--- src/rtl/serial_tx_shifter.sv ---
// serial_tx_shifter: parallel-to-serial stage for the serial-in shift register.
// A word taken over valid/ready comes out one bit per clock on x_o. Back-to-back
// words need no idle gap, because the next word can be taken during the last-bit cycle.
//
//   state | meaning
//   ------+---------------------------------------------------------------
//   IDLE  | no word in flight; ready_o=1, all serial outputs low
//   SHIFT | word in flight; x_o is valid; ready_o=1 only on the last bit
module serial_tx_shifter #(
  parameter int DATA_W    = 4,
  parameter bit MSB_FIRST = 1'b1
) (
  input  logic              clk,
  input  logic              reset,
  input  logic [DATA_W-1:0] data_i,
  input  logic              valid_i,
  output logic              ready_o,
  output logic              x_o,
  output logic              bit_valid_o,
  output logic              last_o,
  output logic              busy_o
);

  localparam int CNT_W = $clog2(DATA_W);
  localparam logic [CNT_W-1:0] CNT_LAST = CNT_W'(DATA_W - 1);

  typedef enum logic {IDLE = 1'b0, SHIFT = 1'b1} state_t;

  state_t            state, state_nxt;
  logic [DATA_W-1:0] shreg;
  logic [CNT_W-1:0]  cnt;
  logic              is_last;
  logic              accept;
  logic              out_bit;

  assign is_last = (state == SHIFT) && (cnt == CNT_LAST);
  assign accept  = valid_i && ready_o;
  assign out_bit = MSB_FIRST ? shreg[DATA_W-1] : shreg[0];

  // State register; reset abandons any word in flight.
  always_ff @(posedge clk or negedge reset) begin
    if (!reset) state <= IDLE;
    else        state <= state_nxt;
  end

  // Next-state: a valid word on the last bit keeps the stream in SHIFT.
  always_comb begin
    state_nxt = state;
    case (state)
      IDLE:    if (valid_i) state_nxt = SHIFT;
      SHIFT:   if (is_last && !valid_i) state_nxt = IDLE;
      default: state_nxt = IDLE;
    endcase
  end

  // Outputs come from registered state only, so there is no input-to-output path.
  always_comb begin
    ready_o     = 1'b1;
    x_o         = 1'b0;
    bit_valid_o = 1'b0;
    last_o      = 1'b0;
    busy_o      = 1'b0;
    if (state == SHIFT) begin
      ready_o     = is_last;
      x_o         = out_bit;
      bit_valid_o = 1'b1;
      last_o      = is_last;
      busy_o      = 1'b1;
    end
  end

  // Datapath: load on accept, otherwise shift toward the output end.
  // The counter is cleared on the last bit rather than wrapped.
  always_ff @(posedge clk or negedge reset) begin
    if (!reset) begin
      shreg <= '0;
      cnt   <= '0;
    end else if (accept) begin
      shreg <= data_i;
      cnt   <= '0;
    end else if (state == SHIFT) begin
      if (is_last) begin
        shreg <= '0;
        cnt   <= '0;
      end else begin
        shreg <= MSB_FIRST ? {shreg[DATA_W-2:0], 1'b0} : {1'b0, shreg[DATA_W-1:1]};
        cnt   <= cnt + 1'b1;
      end
    end
  end

endmodule

--- config.mk ---
export PLATFORM = sky130hd
export DESIGN_NAME = serial_tx_shifter
export DESIGN_NICKNAME = d
export VERILOG_FILES = /design/src/rtl/serial_tx_shifter.sv
export SDC_FILE = /design/constraint.sdc
export NUM_CORES = 1
export LEC_CHECK = 0
export ABC_AREA = 1
export CAP_MARGIN = 20
export CELL_PAD_IN_SITES_DETAIL_PLACEMENT = 0
export CELL_PAD_IN_SITES_GLOBAL_PLACEMENT = 1
export CORE_AREA = 2 2 39 41
export CTS_CLUSTER_DIAMETER = 30
export DETAILED_ROUTE_END_ITERATION = 10
export DIE_AREA = 0 0 41 43
export PLACE_DENSITY_LB_ADDON = 0.1
export SKIP_CTS_REPAIR_TIMING = 1
export SLEW_MARGIN = 40
export SYNTH_ARGS = -nofsm -noshare
export SYNTH_HDL_FRONTEND = slang
export SYNTH_SLANG_ARGS = --single-unit
--- constraint.sdc ---
create_clock -name clk -period 1.4 [get_ports clk]
set_clock_uncertainty 0.1 [all_clocks]
set_input_delay 0.35 -clock clk [delete_from_list [all_inputs] [get_ports clk]]
set_output_delay 0.35 -clock clk [all_outputs]
set_load 0.1 [all_outputs]
# Word level (Yosys, flattened, before mapping)
# Cells that the tools add are included.
# word_totals
reg_bits	7
in_bits	7
output_inout_bits	5
word_cells	24
# op_classes
add_sub_neg	1
eq_ne	1
mux	13
n_bitwise	1
reduce_logical	5
# ops
operator	count
4-bit 2-to-1 mux	3
1-bit 2-to-1 mux	6
2-bit 2-to-1 mux	3
1-bit logical AND	3
2-bit by 1-bit adder with 2-bit output (second input constant)	1
2-bit equality test (second input constant)	1
1-bit one-hot mux with 2 select lines	1
2-bit nonzero test	1
1-bit zero test	1
1-bit inverter	1

# Logic depth before layout (Yosys ltp)
# Gate-level depths: netlist (run 1).
# depth
word_depth	5
ltp_mapped	6
depth_no_buf	6

# Worst setup path before layout (run 1)
# Ideal clock, no wire load.
# synth_timing
path_kind	flip-flop to output port
startpoint	register state
endpoint	output port last_o
arrival_ps	1798
required_time_ps	950
setup_slack_ps	-848
stages_incl_launch_ff	4
n_path_buf	1
path_cell_list	dfrtp_1 > buf_6 > nand2_1 > inv_1
# synth_between
elab_chain_cells	2
# synth_rtl
element	line_no	text
start, declared	29	state_t state, state_nxt;
start signal, assigned	43	else state <= state_nxt;
1-bit logical AND	36	assign is_last = (state == SHIFT) && (cnt == CNT_LAST);
1-bit 2-to-1 mux *	63	if (state == SHIFT) begin
end, declared	20	output logic last_o,
# Mark *: on every way between the ends. The rest lies on a longest branch, timed or not.

# Worst setup path in the final report (run 1)
# layout_timing
startpoint	register cnt[0]
endpoint	output port last_o
# layout_between
elab_chain_cells	3
# layout_rtl
element	line_no	text
start, declared	31	logic [CNT_W-1:0] cnt;
start signal, assigned	87	cnt <= cnt + 1'b1;
2-bit equality test	36	
1-bit logical AND	36	
1-bit 2-to-1 mux	63	
# Every way passes these cells.

==> results of run 1 <==
==> worst max-delay path by stage <==
stage                     slack (ns)       end  cells after the start  startpoint
final                          -0.21    last_o                      4      cnt[0]
after detailed placement       -0.09  shreg[2]                      6     valid_i
after global placement         -0.06    cnt[1]                      4     valid_i
after global routing           -0.26    last_o                      4      cnt[0]
after floorplan                -0.32    last_o                      3       state
after CTS                      -0.30   ready_o                      4      cnt[0]
==> routing by layer <==
| layer | wire length, µm | vias to the layer above | share of wire | GRT usage |
|---|---|---|---|---|
| met4 | 0 | 0 | 0 | 0.100 |
| met3 | 49 | 0 | 0.061 | 0.0366 |
| met5 | 0 | - | 0 | 0 |
| li1 | - | 181 | - | - |
| met2 | 386 | 14 | 0.48 | 0.138 |
| met1 | 373 | 150 | 0.46 | 0.152 |
==> critical path, stage by stage (launching register included) <==
cell	delay [ns]
dfrtp_1	0.38
ha_2	0.21
nand2_4	0.06
clkinvlp_4	0.08
buf_12	0.16
==> logic make-up (layout without fill, tap and decap cells) <==
| logic type | after synthesis | after routing |
|---|---|---|
| buffers and inverters | 10 | 29 |
| AOI/OAI and AO/OA | 5 | 5 |
| DFF | 7 | 7 |
| adders and majority gates | 1 | 1 |
| and+or+nand+nor | 23 | 23 |
==> per-stage QoR <==
step / util / instances / hold WS [ns] / TNS [ns] / cell area (µm²)
final: 0.467 / 81 / 0.260 / -0.939 / 647
after global placement: 0.441 / 76 / 0.366 / -0.225 / 611
after global routing: 0.467 / 81 / 0.272 / -1.14 / 647
after detailed placement: 0.441 / 76 / 0.376 / -0.329 / 611
after floorplan: - / 46 / -0.0456 / -1.20 / 415
after CTS: 0.460 / 80 / 0.263 / -1.23 / 637
==> sequential cells by signal, indices dropped and copies added (netlist names) <==
| signal | cells |
|---|---|
| cnt | 2 |
| shreg | 4 |
| state | 1 |
==> cell usage in the layout, fill, tap and decap left out <==
cell type / instances
ha_2: 1
nand2_1: 9
o21ai_0: 1
nand3_1: 7
a21oi_2: 3
nor2_1: 3
clkinvlp_4: 2
clkbuf_4: 3
buf_4: 6
clkbuf_1: 1
nand2_4: 3
dfrtp_4: 1
inv_1: 4
nor2_4: 1
o211ai_1: 1
clkdlybuf4s50_1: 6
dfrtp_1: 6
buf_12: 5
inv_2: 2
==> area by class of cell <==
cell class | count | share of cell area
Timing Repair Buffer | 17 | 0.317
Sequential cell | 7 | 0.277
Multi-Input combinational cell | 29 | 0.277
Inverter | 8 | 0.0580
Clock buffer | 4 | 0.0406
Tap cell | 16 | 0.0309
==> results summary, run 1 <==
The run finished, with violations left. The checks that failed: negative setup slack. Dividing the detail-routed via count by the number of cells gives 4.26. The highest net fanout along the worst path is 2. The simple-gate share of the synthesized area came out at 0.276. The clock net sink count is 7. The required arrival time at the worst endpoint is 0.95 ns. The proportion of layout cells with a drive suffix above 1 came out at 0.415.

The floorplan step set the die height to 43 µm. The category of the worst setup path capture point is a primary output. The mean cell area of the mapped netlist came out at 8.27 µm². The number of DRC markers after the initial detailed-route iteration came out at 12.

The number of instances in the synthesized netlist came out at 46. The post-route fraction of the period consumed by the critical path came out at 1.15. The total number of vias is 345. The prevailing post-synth register cell is dfrtp_1. The post-synthesis compound-gate area fraction came to 0.102.

Clock-pin slew was measured on the worst setup and hold paths at 0.05 ns. The post-synthesis cell type count is 14. By area, the combinational part of the netlist is dominated by simple AND/OR/NAND/NOR gates.

Of the total synthesized cell area, the portion taken by full adders, half adders and majority gates is 0.0329. Clock tree synthesis inserted a total of 3 buffers. The depth of the most critical reg-to-reg path came out at 6.

Wires add up to 809 µm. The number of flops mapped to enable cells by yosys is 0. The max-capacitance violation count is 0.

The multi-input gate area in the final layout came out at 179 µm². In the post-synthesis netlist, the biggest area contributors are dfrtp_1 (46%), nand2_1 (11%), nand3_1 (9.2%). At the end of routability-driven placement, the weighted congestion stood at 0.760. The share of cell area taken by muxes after synthesis is 0. The transition time at the pin with the least slew margin is 0.326 ns. The worst setup path is launched from a flip-flop. The commonest cells after synthesis are nand2_1 (11), dfrtp_1 (7), inv_1 (7), nand3_1 (7). Setup repair after global routing could not meet its margin everywhere. The number of antenna violations at the first check in global routing came out at 0. The routed length per placed instance came out at 9.99 µm. The standard-cell row count is 14.

The worst setup slack after layout came out at -0.213 ns. The die outline area is 1760 µm². The number of top-level design ports came out at 12. The layout overhead on the synthesized area is 70.1%. The worst-case headroom to the max-slew limit is 0.782. The register-to-register setup slack is 0.07 ns.

The number of endpoints with negative hold slack in the final report is 0. The parity-gate share of the synthesized area counting xor and xnor cells came out at 0. Fill cells in the final layout number 133.

The sum of net half-perimeters after detailed placement came out at 624 µm. The total nets after synthesis came out at 54. The number of pins with negative max-slew slack in the final report came out at 0. CTS placed an instance of clkbuf_4 at the clock tree root. The startpoint of the worst register-to-register path is state. The remaining routing DRC violations is 0. For this run, the register share of the synthesized area comes to 0.461. The maximum frequency from static timing analysis came out at 620 MHz. The count of nets left with antenna violations after detail routing came out at 0.

Before antenna repair, the detailed router went through 6 iterations. Setup violations remaining at the end of the flow were counted as 5. The global-route total usage across every layer came out at 0.113. The count of buffers added on input and output ports is 11. Data on the critical path arrives at its endpoint at 1.16 ns. The number of nets at the end of the flow is 74. The most frequently used cell type in the post-synthesis netlist is nand2_1. The horizontal extent of the die is 41 µm. The number of synthesized register bits is 7. CTS built an H-tree with a depth of 1. The fraction of post-synthesis cell area in the top cell type by area is 0.461.

The pin count of the biggest net entering global routing is 10. In this run the worst hold path is classified as input port to async pin. OpenSTA, run right after detailed placement, puts the worst setup slack at -0.0909 ns.

The critical path is of the flip-flop to primary output type. TritonCTS built the clock tree. In this run the cell area of the synthesized design comes to 380 µm². The first global-routing pass estimated 1260 µm of wire. The clock passes through at most 2 buffers.

In the synthesized netlist the async set-or-reset flop fraction comes to 1.00. The core region area came out at 1380 µm². The clock latency on the worst-skew pair came out at 0.25 ns. The via count of the first global-routing pass came to 292. Of all cell types, the one taking the most synthesized area is dfrtp_1. The sum of overflow across all layers after global routing came out at 0. For this configuration, the core starts out at a cell density of 0.275. The register area is 179 µm². The endpoint identified for the worst register-to-register timing path is shreg[2]. The repair_antennas step left the layout with diodes totalling 0.

The minimum clock period after layout is 1.61 ns. The warning count from the yosys run is 0.
Power of run 1 is not shown: default switching activity piles up to over one toggle a cycle in this logic, so the estimate is an artifact.
==> run 2, diff against run 1 <==
--- a/config.mk
+++ b/config.mk
@@ -9,11 +9,11 @@
 export CAP_MARGIN = 20
 export CELL_PAD_IN_SITES_DETAIL_PLACEMENT = 0
 export CELL_PAD_IN_SITES_GLOBAL_PLACEMENT = 1
-export CORE_AREA = 2 2 39 41
+export CORE_AREA = 8 8 45 47
 export CTS_CLUSTER_DIAMETER = 30
 export DETAILED_ROUTE_END_ITERATION = 10
-export DIE_AREA = 0 0 41 43
-export PLACE_DENSITY_LB_ADDON = 0.1
+export DIE_AREA = 0 0 53 55
+export PLACE_DENSITY = 0.72
 export SKIP_CTS_REPAIR_TIMING = 1
 export SLEW_MARGIN = 40
 export SYNTH_ARGS = -nofsm -noshare
==> constraint.sdc (replaced) <==
create_clock -name clk -period 1.6 [get_ports clk]
set_clock_uncertainty 0.1 [all_clocks]
set_input_delay 0.4 -clock clk [delete_from_list [all_inputs] [get_ports clk]]
set_output_delay 0.4 -clock clk [all_outputs]
set_load 0.1 [all_outputs]
==> run 2 against run 1 <==
The flow still finishes with violations (negative setup slack). Die area increased by 65%. Via count increased by 2.3%. Count of clock-buffer cells in the layout unchanged. Critical path depth unchanged. Cell area increased by 0.39%. Highest routed layer is now met4. Non-clock buffer count unchanged. Hold slack improved by 0.057 ns.
==> results summary, run 2 (synthesis results as in run 1) <==
The number of flip-flops in the largest register is 4 (unchanged). The count of buffers inserted at the top-level ports came to 11 (unchanged). The data arrival time of the worst path is 1.15 ns (about the same). The worst IR drop on VDD is 0.000827 V. The count of nets left with antenna violations after detail routing is 0 (unchanged). The pin count of the biggest net entering global routing came to 11 (+1). The effective utilization at floorplan is 0.275 (unchanged). The deepest level of the CTS H-tree came out at 1 (unchanged). The number of endpoints with negative hold slack in the final report is 0 (unchanged). The number of DRC markers after the initial detailed-route iteration is 1 (-11).

The worst-case headroom to the max-slew limit came out at 0.786 (+0.00374). The clock net sink count is 7 (unchanged). The max-capacitance violation count was 0 (unchanged).

Setup repair after global routing could not meet its margin everywhere. The root buffer cell chosen for the clock tree is clkbuf_4. The buffer levels on the longest clock path was 2 (unchanged). The overall power is 1.56 mW. STA classifies the critical path startpoint as a flip-flop.

The library cell used most frequently in the layout, excluding fill and tap cells, is nand2_1. The final setup TNS is -0.128 ns (+0.810 ns). The ratio of routed vias to standard cells is 4.36 (+2.3%). The highest net fanout along the worst path is 2 (unchanged). The count of TritonRoute iterations in the first routing pass was 4 (-2). STA classifies the critical path endpoint as a primary output. shreg holds more flip-flops than any other register. The number of pins with negative max-slew slack in the final report came to 0 (unchanged). The worst setup path is of the flip-flop to primary output kind.

The largest registers in the layout are shreg x4, cnt x2, state x1. The sum of net half-perimeters after detailed placement is 691 µm (+11%). The remaining routing DRC violations is 0 (unchanged).

The core region area came out at 1380 µm² (unchanged). The setup-violating endpoint count in the final report is 4 (-1). The transition time at the pin with the least slew margin came to 0.320 ns (-0.00559 ns).

The via count of the first global-routing pass came to 340 (+16%). The number of top-level design ports is 12 (unchanged). The chip height is 55 µm (+28%). The weighted congestion at the end of routability-driven global placement was 0.736 (-3.2%). The global-route total usage across every layer came to 0.0703 (-0.0431).

The CTS tree is done. The antenna diode count is 0 (unchanged). The register clock-pin slew on the reported worst setup and hold paths is 0.05 ns (about the same). The number of nets at the end of the flow is 74 (unchanged).

The minimum setup slack after placement is 0.00698 ns (+0.0979 ns). The total number of vias is 353 (+2.3%). The leakage power of the design came out at 0.296 nW. The die outline area is 2920 µm² (+65%). The areal power density over the cells is 2410 nW/µm². The worst setup slack after layout came out at -0.0507 ns (+0.162 ns). The smallest clock period supported by the final layout is computed as 1.65 ns. The global-route wire length before repair is 1460 µm (+15%). The standard-cell row count is 14 (unchanged). For this run, the top clock speed supported by timing is 606 MHz. The total clock buffers created by CTS is 3 (unchanged). The clock latency on the worst-skew pair is 0.24 ns (about the same).

The run finished, with violations left. Leaving out fill and tap cells, the most frequent cells in the layout are nand2_1 (9), nand3_1 (7), dfrtp_1 (6), clkdlybuf4s50_1 (6). The horizontal extent of the die came out at 53 µm (+29%).

Of the available clock period, the critical path in the final layout requires 1.03. The sum of overflow across all layers after global routing came out at 0 (unchanged). The number of antenna violations at the first check in global routing came out at 0 (unchanged). The final reports fail on negative setup slack. The required arrival time at the worst endpoint came out at 1.10 ns (+0.15 ns). The routed length per placed instance came out at 11.1 µm (+11%). The worst hold path belongs to the class input port to async pin.

The layout overhead on the synthesized area came out at 70.7%. The proportion of layout cells with a drive suffix above 1 is 0.415 (unchanged). The wire length reported by the detailed router came out at 901 µm (+11%).
==> run 2: worst max-delay path: stages (launching register included) <==
cell,delay [ns]
dfrtp_1,0.41
ha_4,0.19
nand2_4,0.06
clkinvlp_4,0.08
buf_12,0.16
==> run 2: worst paths after layout <==
kind / from / to / slack, ns / depth (start not counted)
hold reg to reg: shreg[0] / shreg[0] / 0.39 / 2
setup / recovery: cnt[0] / last_o / -0.05 / 4
min in group clk: shreg[0] / shreg[0] / 0.39 / 2
hold / removal: reset / state / 0.32 / 1
setup reg to reg: state / shreg[1] / 0.26 / 5
max in group asynchronous: reset / state / 0.82 / 1
==> run 2: power breakdown <==
part / internal, mW / switching (mW) / total, mW
Clock: 0.0948 / 0.0590 / 0.154
Sequential: 0.256 / 0.0767 / 0.333
Combinational: 0.426 / 0.650 / 1.08
Total: 0.777 / 0.786 / 1.56
==> run 2: metrics by stage <==
stage | cell area (µm²) | instances | util | hold WS [ns]
global placement | 583 | 73 | 0.421 | 0.374
global route | 649 | 81 | 0.469 | 0.337
floorplan | 410 | 46 | - | 0.00441
detailed placement | 583 | 73 | 0.421 | 0.381
CTS | 609 | 77 | 0.440 | 0.322
finish | 649 | 81 | 0.469 | 0.317
==> run 2: area by class of cell <==
cell class	instances	area (µm²)
Clock buffer	4	26.3
Fill cell	138	734
Inverter	8	37.5
Multi-Input combinational cell	29	184
Sequential cell	7	179
Tap cell	16	20.0
Timing Repair Buffer	17	203
==> run 2: routing by layer <==
metal,share of wire,vias up,global-route usage
met5,0,-,0
met1,0.42,160,0.0738
met4,0.021,0,0.0259
li1,-,182,-
met3,0.064,2,0.0374
met2,0.49,9,0.117
Power figures use the tool's default switching activity.
